--- config.mk ---
export PLATFORM = sky130hd
export DESIGN_NAME = fetch_unit_flat
export DESIGN_NICKNAME = d
export VERILOG_FILES = /design/src/rtl/paf_pkg.sv /design/src/rtl/fetch_mem_if.sv /design/src/rtl/pc_next.sv /design/src/rtl/fetch_unit.sv /design/src/flat_wrapper.sv
export SDC_FILE = /design/constraint.sdc
export NUM_CORES = 1
export LEC_CHECK = 0
export CAP_MARGIN = 20
export CORE_AREA = 2 2 159 199
export CTS_CLUSTER_DIAMETER = 60
export DETAILED_ROUTE_END_ITERATION = 8
export DIE_AREA = 0 0 161 201
export PLACE_DENSITY = 0.57
export RECOVER_POWER = 50
export SLEW_MARGIN = 20
export SYNTH_ARGS = -nofsm -noshare
export SYNTH_HDL_FRONTEND = slang
export SYNTH_HIERARCHICAL = 1
export SYNTH_SLANG_ARGS = --single-unit
export TNS_END_PERCENT = 50
--- constraint.sdc ---
create_clock -name clk -period 3.25 [get_ports clk]
set_clock_uncertainty 0.15 [all_clocks]
set_input_delay 0.4875 -clock clk [delete_from_list [all_inputs] [get_ports clk]]
set_output_delay 0.4875 -clock clk [all_outputs]
set_load 0.01 [all_outputs]
--- src/rtl/paf_pkg.sv ---
// Shared types and constants for the fetch/PC stage.
package paf_pkg;

  localparam int unsigned INSTR_W    = 32;
  localparam int unsigned OPCODE_MSB = 31;
  localparam int unsigned OPCODE_LSB = 26;
  localparam int unsigned OPCODE_W   = OPCODE_MSB - OPCODE_LSB + 1;
  localparam int unsigned PC_INC     = 4;

  typedef enum logic [1:0] {
    IDLE = 2'd0,
    REQ  = 2'd1,
    DONE = 2'd2
  } fetch_state_e;

endpackage

--- src/rtl/fetch_mem_if.sv ---
// Instruction memory read handshake (req/ack).
//   master: drives mem_req/mem_addr, receives mem_ack/mem_rdata
//   slave : the memory side
interface fetch_mem_if #(
  parameter int unsigned ADDR_W = 32
);
  import paf_pkg::*;

  logic               mem_req;
  logic [ADDR_W-1:0]  mem_addr;
  logic               mem_ack;
  logic [INSTR_W-1:0] mem_rdata;

  modport master (output mem_req, output mem_addr, input mem_ack, input mem_rdata);
  modport slave  (input mem_req, input mem_addr, output mem_ack, output mem_rdata);

endinterface

--- src/rtl/pc_next.sv ---
// Combinational next-PC select and alignment check.
//   in : pc, new_pc, offset (signed word offset), load_new_PC, sel_inc
//   out: next_pc, misaligned
// Macro FETCH_ALIGN_CHECK_EN: report unaligned targets instead of
// silently clearing bits [1:0].
module pc_next
  import paf_pkg::*;
#(
  parameter int unsigned ADDR_W = 32
) (
  input  logic [ADDR_W-1:0] pc,
  input  logic [ADDR_W-1:0] new_pc,
  input  logic [15:0]       offset,
  input  logic              load_new_PC,
  input  logic              sel_inc,
  output logic [ADDR_W-1:0] next_pc,
  output logic              misaligned
);

  logic [ADDR_W-1:0] rel_off;
  logic [ADDR_W-1:0] raw_pc;

  // Sign-extended word offset converted to a byte offset.
  assign rel_off = {{(ADDR_W-16){offset[15]}}, offset} << 2;

  always_comb begin
    raw_pc = new_pc;
    if (!load_new_PC) begin
      raw_pc = sel_inc ? (pc + ADDR_W'(PC_INC)) : (pc + rel_off);
    end
  end

`ifdef FETCH_ALIGN_CHECK_EN
  assign next_pc    = raw_pc;
  assign misaligned = (raw_pc[1:0] != 2'b00);
`else
  // Forced word alignment means the result can never be misaligned.
  assign next_pc    = raw_pc & ~ADDR_W'(3);
  assign misaligned = 1'b0;
`endif

endmodule

--- src/rtl/fetch_unit.sv ---
// Instruction fetch + program counter stage driven by the multi-cycle
// controller strobes.
//   clk, reset_n                         : clock, async active-low reset
//   enable_PC/load_new_PC/sel_inc/link   : PC update controls
//   new_pc, offset                       : absolute / relative targets
//   enable_I                             : start fetch at current pc
//   mem                                  : instruction memory req/ack port
//   instr, opcode, instr_valid, busy     : IR and fetch status
//   pc, link_addr, link_valid            : PC and return address
//   misalign_err                         : sticky unaligned-target flag
// Macro FETCH_ALIGN_CHECK_EN enables the misaligned-target check.
module fetch_unit
  import paf_pkg::*;
#(
  parameter int unsigned      ADDR_W   = 32,
  parameter logic [ADDR_W-1:0] RESET_PC = '0
) (
  input  logic                clk,
  input  logic                reset_n,
  input  logic                enable_PC,
  input  logic                load_new_PC,
  input  logic                sel_inc,
  input  logic                link,
  input  logic                enable_I,
  input  logic [ADDR_W-1:0]   new_pc,
  input  logic [15:0]         offset,
  fetch_mem_if.master         mem,
  output logic [INSTR_W-1:0]  instr,
  output logic [OPCODE_W-1:0] opcode,
  output logic                instr_valid,
  output logic                busy,
  output logic [ADDR_W-1:0]   pc,
  output logic [ADDR_W-1:0]   link_addr,
  output logic                link_valid,
  output logic                misalign_err
);

  fetch_state_e       state_q, state_d;
  logic [ADDR_W-1:0]  addr_q, addr_d;
  logic [INSTR_W-1:0] ir_q, ir_d;
  logic               mem_req_q, busy_q, instr_valid_q;
  logic [ADDR_W-1:0]  pc_q, pc_d;
  logic [ADDR_W-1:0]  link_addr_q, link_addr_d;
  logic               link_valid_q, link_valid_d;
  logic               err_q, err_d;
  logic [ADDR_W-1:0]  next_pc;
  logic               misaligned;

  pc_next #(.ADDR_W(ADDR_W)) u_pc_next (
    .pc          (pc_q),
    .new_pc      (new_pc),
    .offset      (offset),
    .load_new_PC (load_new_PC),
    .sel_inc     (sel_inc),
    .next_pc     (next_pc),
    .misaligned  (misaligned)
  );

  // Fetch FSM next state; address latched on entry so PC updates don't disturb it.
  always_comb begin
    state_d = state_q;
    addr_d  = addr_q;
    ir_d    = ir_q;
    unique case (state_q)
      IDLE: if (enable_I) begin
        state_d = REQ;
        addr_d  = pc_q;
      end
      REQ: if (mem.mem_ack) begin
        state_d = DONE;
        ir_d    = mem.mem_rdata;
      end
      DONE:    state_d = IDLE;
      default: state_d = IDLE;
    endcase
  end

  // PC / link next state; link address uses the pre-update pc.
  always_comb begin
    pc_d         = pc_q;
    err_d        = err_q;
    link_addr_d  = link_addr_q;
    link_valid_d = 1'b0;
    if (enable_PC) begin
      if (misaligned) err_d = 1'b1;
      else            pc_d  = next_pc;
      if (link) begin
        link_addr_d  = pc_q + ADDR_W'(PC_INC);
        link_valid_d = 1'b1;
      end
    end
  end

  always_ff @(posedge clk or negedge reset_n) begin
    if (!reset_n) begin
      state_q       <= IDLE;
      addr_q        <= '0;
      ir_q          <= '0;
      mem_req_q     <= 1'b0;
      busy_q        <= 1'b0;
      instr_valid_q <= 1'b0;
      pc_q          <= RESET_PC;
      link_addr_q   <= '0;
      link_valid_q  <= 1'b0;
      err_q         <= 1'b0;
    end else begin
      state_q       <= state_d;
      addr_q        <= addr_d;
      ir_q          <= ir_d;
      mem_req_q     <= (state_d == REQ);
      busy_q        <= (state_d != IDLE);
      instr_valid_q <= (state_d == DONE);
      pc_q          <= pc_d;
      link_addr_q   <= link_addr_d;
      link_valid_q  <= link_valid_d;
      err_q         <= err_d;
    end
  end

  assign mem.mem_req   = mem_req_q;
  assign mem.mem_addr  = addr_q;
  assign instr         = ir_q;
  assign opcode        = ir_q[OPCODE_MSB:OPCODE_LSB];
  assign instr_valid   = instr_valid_q;
  assign busy          = busy_q;
  assign pc            = pc_q;
  assign link_addr     = link_addr_q;
  assign link_valid    = link_valid_q;
  assign misalign_err  = err_q;

endmodule
--- src/flat_wrapper.sv ---
// flat-port wrapper written by rule: the top's interface ports become plain ports
module fetch_unit_flat import paf_pkg::*;
#(
  parameter int unsigned      ADDR_W   = 32,
  parameter logic [ADDR_W-1:0] RESET_PC = '0
)
  (clk, reset_n, enable_PC, load_new_PC, sel_inc, link, enable_I, new_pc, offset, instr, opcode, instr_valid, busy, pc, link_addr, link_valid, misalign_err, mem_mem_req, mem_mem_addr, mem_mem_ack, mem_mem_rdata);
  fetch_mem_if #(.ADDR_W(ADDR_W)) mem_i ();
  input  logic clk;
  input  logic reset_n;
  input  logic enable_PC;
  input  logic load_new_PC;
  input  logic sel_inc;
  input  logic link;
  input  logic enable_I;
  input  logic [ADDR_W-1:0] new_pc;
  input  logic [15:0] offset;
  output logic [INSTR_W-1:0] instr;
  output logic [OPCODE_W-1:0] opcode;
  output logic instr_valid;
  output logic busy;
  output logic [ADDR_W-1:0] pc;
  output logic [ADDR_W-1:0] link_addr;
  output logic link_valid;
  output logic misalign_err;
  output wire logic [$bits(mem_i.mem_req)-1:0] mem_mem_req;
  output wire logic [$bits(mem_i.mem_addr)-1:0] mem_mem_addr;
  input wire logic [$bits(mem_i.mem_ack)-1:0] mem_mem_ack;
  input wire logic [$bits(mem_i.mem_rdata)-1:0] mem_mem_rdata;
  assign mem_mem_req = mem_i.mem_req;
  assign mem_mem_addr = mem_i.mem_addr;
  assign mem_i.mem_ack = mem_mem_ack;
  assign mem_i.mem_rdata = mem_mem_rdata;
  fetch_unit #(.ADDR_W(ADDR_W), .RESET_PC(RESET_PC)) u_core (.clk(clk), .reset_n(reset_n), .enable_PC(enable_PC), .load_new_PC(load_new_PC), .sel_inc(sel_inc), .link(link), .enable_I(enable_I), .new_pc(new_pc), .offset(offset), .mem(mem_i), .instr(instr), .opcode(opcode), .instr_valid(instr_valid), .busy(busy), .pc(pc), .link_addr(link_addr), .link_valid(link_valid), .misalign_err(misalign_err));
endmodule
==> results of run 1 <==
-- worst max-delay path, delay by kind of cell --
family	cells	cell delay [ns]
compound gates	5	1.05
xor+xnor	1	0.17
fa+ha+maj	2	0.51
buf+inv	2	0.35
mux	2	0.49
simple gates	2	0.27
-- placed cells by master, fill, tap and decap left out, types with 6 or more instances in the layout --
cell	netlist	routed
buf_4	10	86
ha_1	16	14
a31oi_1	20	20
nand4_1	16	16
clkbuf_16	0	17
nor3_1	11	9
clkbuf_1	33	7
xnor2_1	21	20
nor2b_1	17	11
or3_1	11	11
dfrtp_1	135	135
o21ai_0	53	49
nor4_1	7	6
nor2_1	37	36
or4_1	11	11
a21oi_1	11	8
nand3_1	17	17
mux2_2	69	67
nand2_1	167	166
xor2_1	19	19
nand2b_1	9	9
and3_1	11	11
o31ai_1	7	7
clkdlybuf4s50_1	0	213
-- flip-flops by register name, indices dropped and copies added (netlist names) --
register	count
u_core/state_q	2
u_core/instr	32
u_core/link_valid	1
u_core/mem.mem_addr	32
u_core/pc	32
u_core/busy	1
u_core/instr_valid	1
u_core/mem.mem_req	1
u_core/misalign_err	1
u_core/link_addr	32
-- worst max path at each step --
stage,startpoint,endpoint,slack [ns],cells past startpoint
floorplan,sel_inc,u_core/pc[30]$_DFFE_PN0P_,-0.05,13
global placement,sel_inc,u_core/pc[22]$_DFFE_PN0P_,-0.77,13
detailed placement,sel_inc,u_core/pc[22]$_DFFE_PN0P_,-0.82,13
CTS,sel_inc,u_core/pc[22]$_DFFE_PN0P_,0.02,14
global route,offset[0],u_core/pc[22]$_DFFE_PN0P_,-0.05,14
finish,offset[0],u_core/pc[22]$_DFFE_PN0P_,0.08,14
-- final cells by class --
| type | count | share of cell area [%] |
|---|---|---|
| clock inverters | 10 | 0.7424 |
| multi-input cells | 604 | 35.39 |
| flip-flops and latches | 135 | 29.48 |
| repair buffers | 322 | 25.97 |
| clock buffers | 19 | 3.777 |
| inverters | 6 | 0.1965 |
| well taps | 407 | 4.443 |
-- per-layer routing --
metal	share of wire, %	up-vias
met5	0	-
met1	42	3400
li1	-	3374
met2	52	202
met3	4.0	30
met4	2.1	0
-- metrics by stage --
step | setup WS, ns | instances
after detailed placement | -0.8216 | 1468
after global placement | -0.7699 | 1468
after CTS | 0.01547 | 1502
final | 0.08403 | 1503
after floorplan | -0.05009 | 802
after global routing | -0.05485 | 1503
-- what timing repair did --
item	in CTS	in global routing
gates resized for setup	16	28
buffers inserted	4	1
hold endpoints to repair	61	0
setup endpoints to repair	16	13
pin swaps	9	16
hold buffers	1	0
-- report_power, final --
| part | total (uW) | switching [uW] | internal, uW | leakage [uW] |
|---|---|---|---|---|
| registers | 2910 | 537 | 2370 | 0.00163 |
| logic | 5080 | 2350 | 2740 | 0.00294 |
| clock network | 1760 | 733 | 1030 | 0.000246 |
| total | 9750 | 3620 | 6140 | 0.00482 |
-- cells by family (layout without fill, tap and decap cells) --
logic type / after synthesis / count (layout)
DFF: 135 / 135
adders and majority gates: 18 / 18
other: 1 / 3
muxes: 75 / 75
xor gates and xnor gates: 40 / 40
buffers and inverters: 63 / 357
AOI/OAI and AO/OA: 124 / 124
and+or+nand+nor: 344 / 344
==> impl_metrics.csv, run 1 <==
group,metric,value,unit
critical_path,path_cells,"clkdlybuf4s15_1, or2_4, ha_4, fa_2, a21oi_2, o211ai_1, a41oi_2, buf_4, nor4_4, a311o_1, mux2i_1, xor2_1, o21ai_1, mux2_4",
grt,grt_usage,15.74,%
power_and_ir_drop,power,9753,uW
layout,areaGrowthSynthToFinish,52.29,%
place,globalplace.congestion,0.8349,
synth,synthFlopType,"dfrtp_1",
critical_path,critPathMaxStageDelay,0.36,ns
die,core-area,30630,sq um
layout,register_area,3378,sq um
critical_path,cp_max_fo,2,
layout,drive_gt1_share,21.26,%
synth,synth.area.top_cells,"dfrtp_1, mux2_2, nand2_1",
sta,slew_headroom,-12.17,%
drt,via_per_inst,4.661,
synth,synth_edf_count,0,
grt,grt_pass1_wl,39.34,mm
critical_path,r2r-end,"u_core/pc[22]$_DFFE_PN0P_",
critical_path,criticalPathCategory,"input port to flip-flop",
synth,synth-adder-area-share,3.059,%
status,violations,"capacitance limit, slew limit",
die,die_width,161,um
synth,ys.warnings.count,6,
grt,antenna_found_initial,0,
drt,drc,0,
synth,ys_seq_area_share,44.89,%
synth,synth_mux_area_share,11.12,%
worst_hold_path,holdPathEnd,"u_core/misalign_err$_DFFE_PN0P_",
status,outcome,"finished with violations",
power_and_ir_drop,ir_drop,0.0003238,V
clock_tree,cts_buffers,17,
die,dieArea,32360,sq um
synth,synth_cell_types,61,
synth,synth_compound_area_share,10.27,%
power_and_ir_drop,power_per_cell_area,851.0,nW/um^2
sta,hold_ws,0.3146,ns
critical_path,r2r_slack,0.12,ns
place,place_area,10800,sq um
grt,grt_use_met3,2.252,%
die,start_util,24.57,%
job,maxCapViolations,2,
power_and_ir_drop,p_leak,0.004820,uW
synth,synth_xor_area_share,4.655,%
drt,num_vias,7006,
sta,report.final.slew_viol_count,99,
synth,yosys-top-cells-count,"nand2_1, dfrtp_1, mux2_2",
grt,grt_pass1_vias,6886,
synth,synth_top_family_by_area,"simple AND/OR/NAND/NOR gates",
critical_path,endpoint_kind,"flip-flop",
drt,wl_per_cell,17.06,um
worst_hold_path,hold_depth,1,
die,pin_count,227,
critical_path,r2r_cells,12,
synth,synth.most_common_cell,"nand2_1",
grt,overflow,0,
synth,synthCells,800,
sta,setup-violations-final,0,
critical_path,required,3.41,ns
sta,rsz0062_at_grt,"true",
clock_tree,clk-insertion-delay-late,0.43,ns
synth,ys_seq_elements,135,
grt,use_met1,19.48,%
critical_path,reg2reg_from,"u_core/pc[2]$_DFFE_PN0P_",
worst_hold_path,hold_path.class,"flip-flop to flip-flop",
place,dp_hpwl,19.19,mm
synth,syn_area,7526,sq um
drt,drtPass1Iterations,5,
sta,setup_tns,0,ns
clock_tree,cts_buffer_depth,2,
clock_tree,cts_root_buf,"clkbuf_16",
sta,tightest_slew,1.683,ns
grt,met2_usage,27.93,%
layout,fin_nets,1191,
sta,fin_crit,3.166,ns
layout,fillers,3117,
clock_tree,cts_sinks,135,
sta,post-route-period-util,97.41,%
layout,multiInputGateArea,4056,sq um
place,portBuffers,224,
critical_path,slowest_stage,"a311o_1",
layout,fin_util,37.42,%
synth,syn_avg_cell_area,9.407,sq um
layout,antennaDiodeCount,0,
synth,synth-simple-area-share,22.14,%
clock_tree,htree_levels,4,
grt,grt_start_max_net_pins,65,
drt,ant_nets,0,
clock_tree,cts_tree,"built",
synth,synth_top_area_cell,"dfrtp_1",
sta,finalHoldViolCount,0,
worst_hold_path,min_from,"u_core/misalign_err$_DFFE_PN0P_",
drt,wl,25.64,mm
die,die_y,201,um
grt,grt.busiest_layer,"met2",
synth,synth_top_area_share,44.89,%
drt,drtIter0Drc,515,
die,rows,72,
synth,synthArstFlopShare,100.0,%
sta,timing.fmax,315.9,MHz
clock_tree,path_clk_slew,0.06,ns
critical_path,cp_data_arrival_time,3.33,ns
critical_path,start_kind,"input port",
layout,fin_area,11460,sq um
No activity file was read; power rests on OpenSTA's default activity.
==> inputs of run 2 (changes only) <==
--- a/config.mk
+++ b/config.mk
@@ -5,12 +5,13 @@
 export SDC_FILE = /design/constraint.sdc
 export NUM_CORES = 1
 export LEC_CHECK = 0
-export CAP_MARGIN = 20
-export CORE_AREA = 2 2 159 199
+export ABC_AREA = 1
+export CAP_MARGIN = 25
+export CORE_AREA = 2 2 169 212
 export CTS_CLUSTER_DIAMETER = 60
 export DETAILED_ROUTE_END_ITERATION = 8
-export DIE_AREA = 0 0 161 201
-export PLACE_DENSITY = 0.57
+export DIE_AREA = 0 0 171 214
+export PLACE_DENSITY = 0.56
 export RECOVER_POWER = 50
 export SLEW_MARGIN = 20
 export SYNTH_ARGS = -nofsm -noshare
==> run 2 against run 1 <==
  * The flow still finishes with violations (capacitance limit, slew limit)
  * Die area rose by 13%
  * Combinational power decreased by 26%
  * Via count rose by 23%
  * Setup slack improved by 0.22 ns
  * First-iteration DRC count is 4.3% lower
==> impl_metrics.csv, run 2 <==
group,metric,value,unit
layout,final_cell_mix,"nand2_1, clkdlybuf4s50_1, dfrtp_1",
grt,antenna_found_initial,1,
worst_hold_path,hold_path.class,"flip-flop to flip-flop",
sta,tightest_slew,1.738,ns
layout,fillers,3747,
die,pin_count,227,
synth,synth-adder-area-share,2.575,%
drt,wl_per_cell,15.51,um
layout,areaGrowthSynthToFinish,40.10,%
clock_tree,cts_tree,"built",
synth,synth_compound_area_share,8.426,%
synth,ys.warnings.count,6,
sta,setup_tns,0,ns
drt,drc,0,
place,pre_cts_slack,-0.1014,ns
sta,setup_ws,0.2996,ns
power_and_ir_drop,power_per_cell_area,708.2,nW/um^2
critical_path,critPathMaxStageDelay,0.41,ns
die,core-area,34420,sq um
synth,syn_avg_cell_area,6.954,sq um
place,portBuffers,224,
layout,multiInputGateArea,4403,sq um
critical_path,cp_common_cell,"nand3_1",
power_and_ir_drop,p_leak,0.005886,uW
synth,synth_xor_area_share,1.638,%
drt,drtIter0Drc,493,
status,outcome,"finished with violations",
critical_path,cp_max_fo,4,
critical_path,path_cells,"clkdlybuf4s50_1, or2_2, ha_1, fa_1, nand3_1, nand3_1, nand3b_1, nand3_1, nand2_1, nand2_1, xor2_1, o21ai_0, nor2_1, a21oi_1",
synth,synth-simple-area-share,38.68,%
synth,ys_seq_area_share,39.50,%
grt,grt_start_max_net_pins,69,
synth,yosys-top-cells-count,"nand2_1, dfrtp_1, inv_1",
clock_tree,cts_buffers,17,
layout,drive_gt1_share,9.398,%
layout,fin_nets,1571,
job,maxCapViolations,3,
die,die_width,171,um
place,place_area,11420,sq um
synth,synth_top_area_share,39.50,%
synth,synth_top_area_cell,"dfrtp_1",
grt,overflow,0,
critical_path,criticalPathCategory,"input port to flip-flop",
critical_path,endpoint_kind,"flip-flop",
clock_tree,cts_setup_buffers,0,
layout,fin_area,11980,sq um
grt,grt_pass1_vias,8254,
drt,via_per_inst,4.408,
clock_tree,cts_sinks,135,
clock_tree,cts_buffer_depth,2,
place,globalplace.congestion,0.9107,
sta,report.final.slew_viol_count,144,
sta,slew_headroom,-15.84,%
sta,fin_crit,2.950,ns
power_and_ir_drop,ir_drop,0.0003791,V
sta,timing.fmax,338.9,MHz
clock_tree,clk-insertion-delay-late,0.42,ns
sta,post-route-period-util,90.78,%
synth,synth_edf_count,0,
synth,synth.most_common_cell,"nand2_1",
layout,final_common_cell,"nand2_1",
synth,ys_seq_elements,135,
drt,num_vias,8586,
critical_path,start_kind,"input port",
drt,wl,30.22,mm
synth,syn_area,8553,sq um
place,dp_hpwl,23.90,mm
critical_path,required,3.43,ns
synth,synthFlopType,"dfrtp_1",
critical_path,slowest_stage,"clkdlybuf4s50_1",
clock_tree,htree_levels,4,
sta,setup-violations-final,0,
status,violations,"capacitance limit, slew limit",
sta,rsz0062_at_grt,"false",
die,dieArea,36590,sq um
drt,drtPass1Iterations,5,
die,start_util,24.85,%
synth,synth.area.top_cells,"dfrtp_1, nand2_1, inv_1",
synth,synth_top_family_by_area,"simple AND/OR/NAND/NOR gates",
layout,register_area,3378,sq um
die,rows,76,
sta,finalHoldViolCount,0,
sta,hold_ws,0.3143,ns
synth,synth_cell_types,37,
layout,fin_util,34.81,%
critical_path,cp_data_arrival_time,3.13,ns
synth,synth_mux_area_share,0,%
synth,synthArstFlopShare,100.0,%
clock_tree,path_clk_slew,0.06,ns
clock_tree,cts_root_buf,"clkbuf_16",
grt,grt_usage,16.44,%
drt,ant_nets,0,
grt,grt_pass1_wl,46.60,mm
synth,synthCells,1230,
die,die_y,214,um
[run 2: cell types whose count changed after synthesis, moves of 39 or more]
cell	before	now
a21oi_1	11	50
mux2_2	69	0
nor2_1	37	111
inv_1	5	124
nand3_1	17	87
nand2_1	167	473
[run 2: final cells by class]
| type | instances | share of cell area, % |
|---|---|---|
| inverters | 125 | 3.957 |
| flip-flops and latches | 135 | 28.19 |
| diodes | 1 | 0.02088 |
| multi-input cells | 923 | 36.74 |
| clock buffers | 18 | 3.582 |
| well taps | 468 | 4.887 |
| clock inverters | 14 | 1.347 |
| repair buffers | 264 | 21.27 |
[run 2: path summary, 6_finish.rpt]
check / from / end / slack (ns) / cells past startpoint
max: sel_inc / u_core/pc[18]$_DFFE_PN0P_ / 0.30 / 14
max reg2reg: u_core/pc[2]$_DFFE_PN0P_ / u_core/pc[18]$_DFFE_PN0P_ / 0.57 / 12
min: u_core/misalign_err$_DFFE_PN0P_ / u_core/misalign_err$_DFFE_PN0P_ / 0.31 / 1
max in group asynchronous: reset_n / u_core/instr[1]$_DFFE_PN0P_ / 0.70 / 3
min in group asynchronous: reset_n / u_core/pc[1]$_DFFE_PN0P_ / 0.92 / 2
min reg2reg: u_core/misalign_err$_DFFE_PN0P_ / u_core/misalign_err$_DFFE_PN0P_ / 0.31 / 1
[run 2: cell families (layout without fill, tap and decap cells)]
kind of cell	Yosys count	in the layout
simple gates	752	752
compound gates	135	135
fa+ha+maj	17	17
flops	135	135
buf+inv	174	421
other cells	1	4
xor+xnor	16	16
[run 2: timing repair]
action / CTS / global route
gates resized for setup: 0 / 0
hold endpoints to repair: 66 / 0
hold buffers: 1 / 0
[run 2: routing by layer]
metal,GRT usage [%],wire [um],vias to the layer above
met5,0,0,-
met4,4.661,652,0
met3,3.751,1756,30
met2,28.08,15170,259
met1,20.62,12640,3984
li1,-,-,4313
[run 2: worst max-delay path: cells and delay by family]
| kind | cells | cell delay, ns |
|---|---|---|
| buffers and inverters | 1 | 0.41 |
| AND/OR/NAND/NOR | 8 | 1.09 |
| adder cells (fa/ha/maj) | 2 | 0.62 |
| AO/OA/AOI/OAI | 2 | 0.35 |
| XOR/XNOR | 1 | 0.16 |
[run 2: where the power goes]
part           leakage, uW  total, uW  internal (uW)  switching, uW
logic              0.00399       3780           1830           1950
clock network     0.000290       1940           1150            787
registers          0.00160       2770           2260            508
[run 2: metrics by stage]
stage / power [uW] / instances
finish: 8486 / 1948
floorplan: 4519 / 1232
global placement: 6572 / 1914
CTS: 8614 / 1947
detailed placement: 6609 / 1914
global route: 9100 / 1948
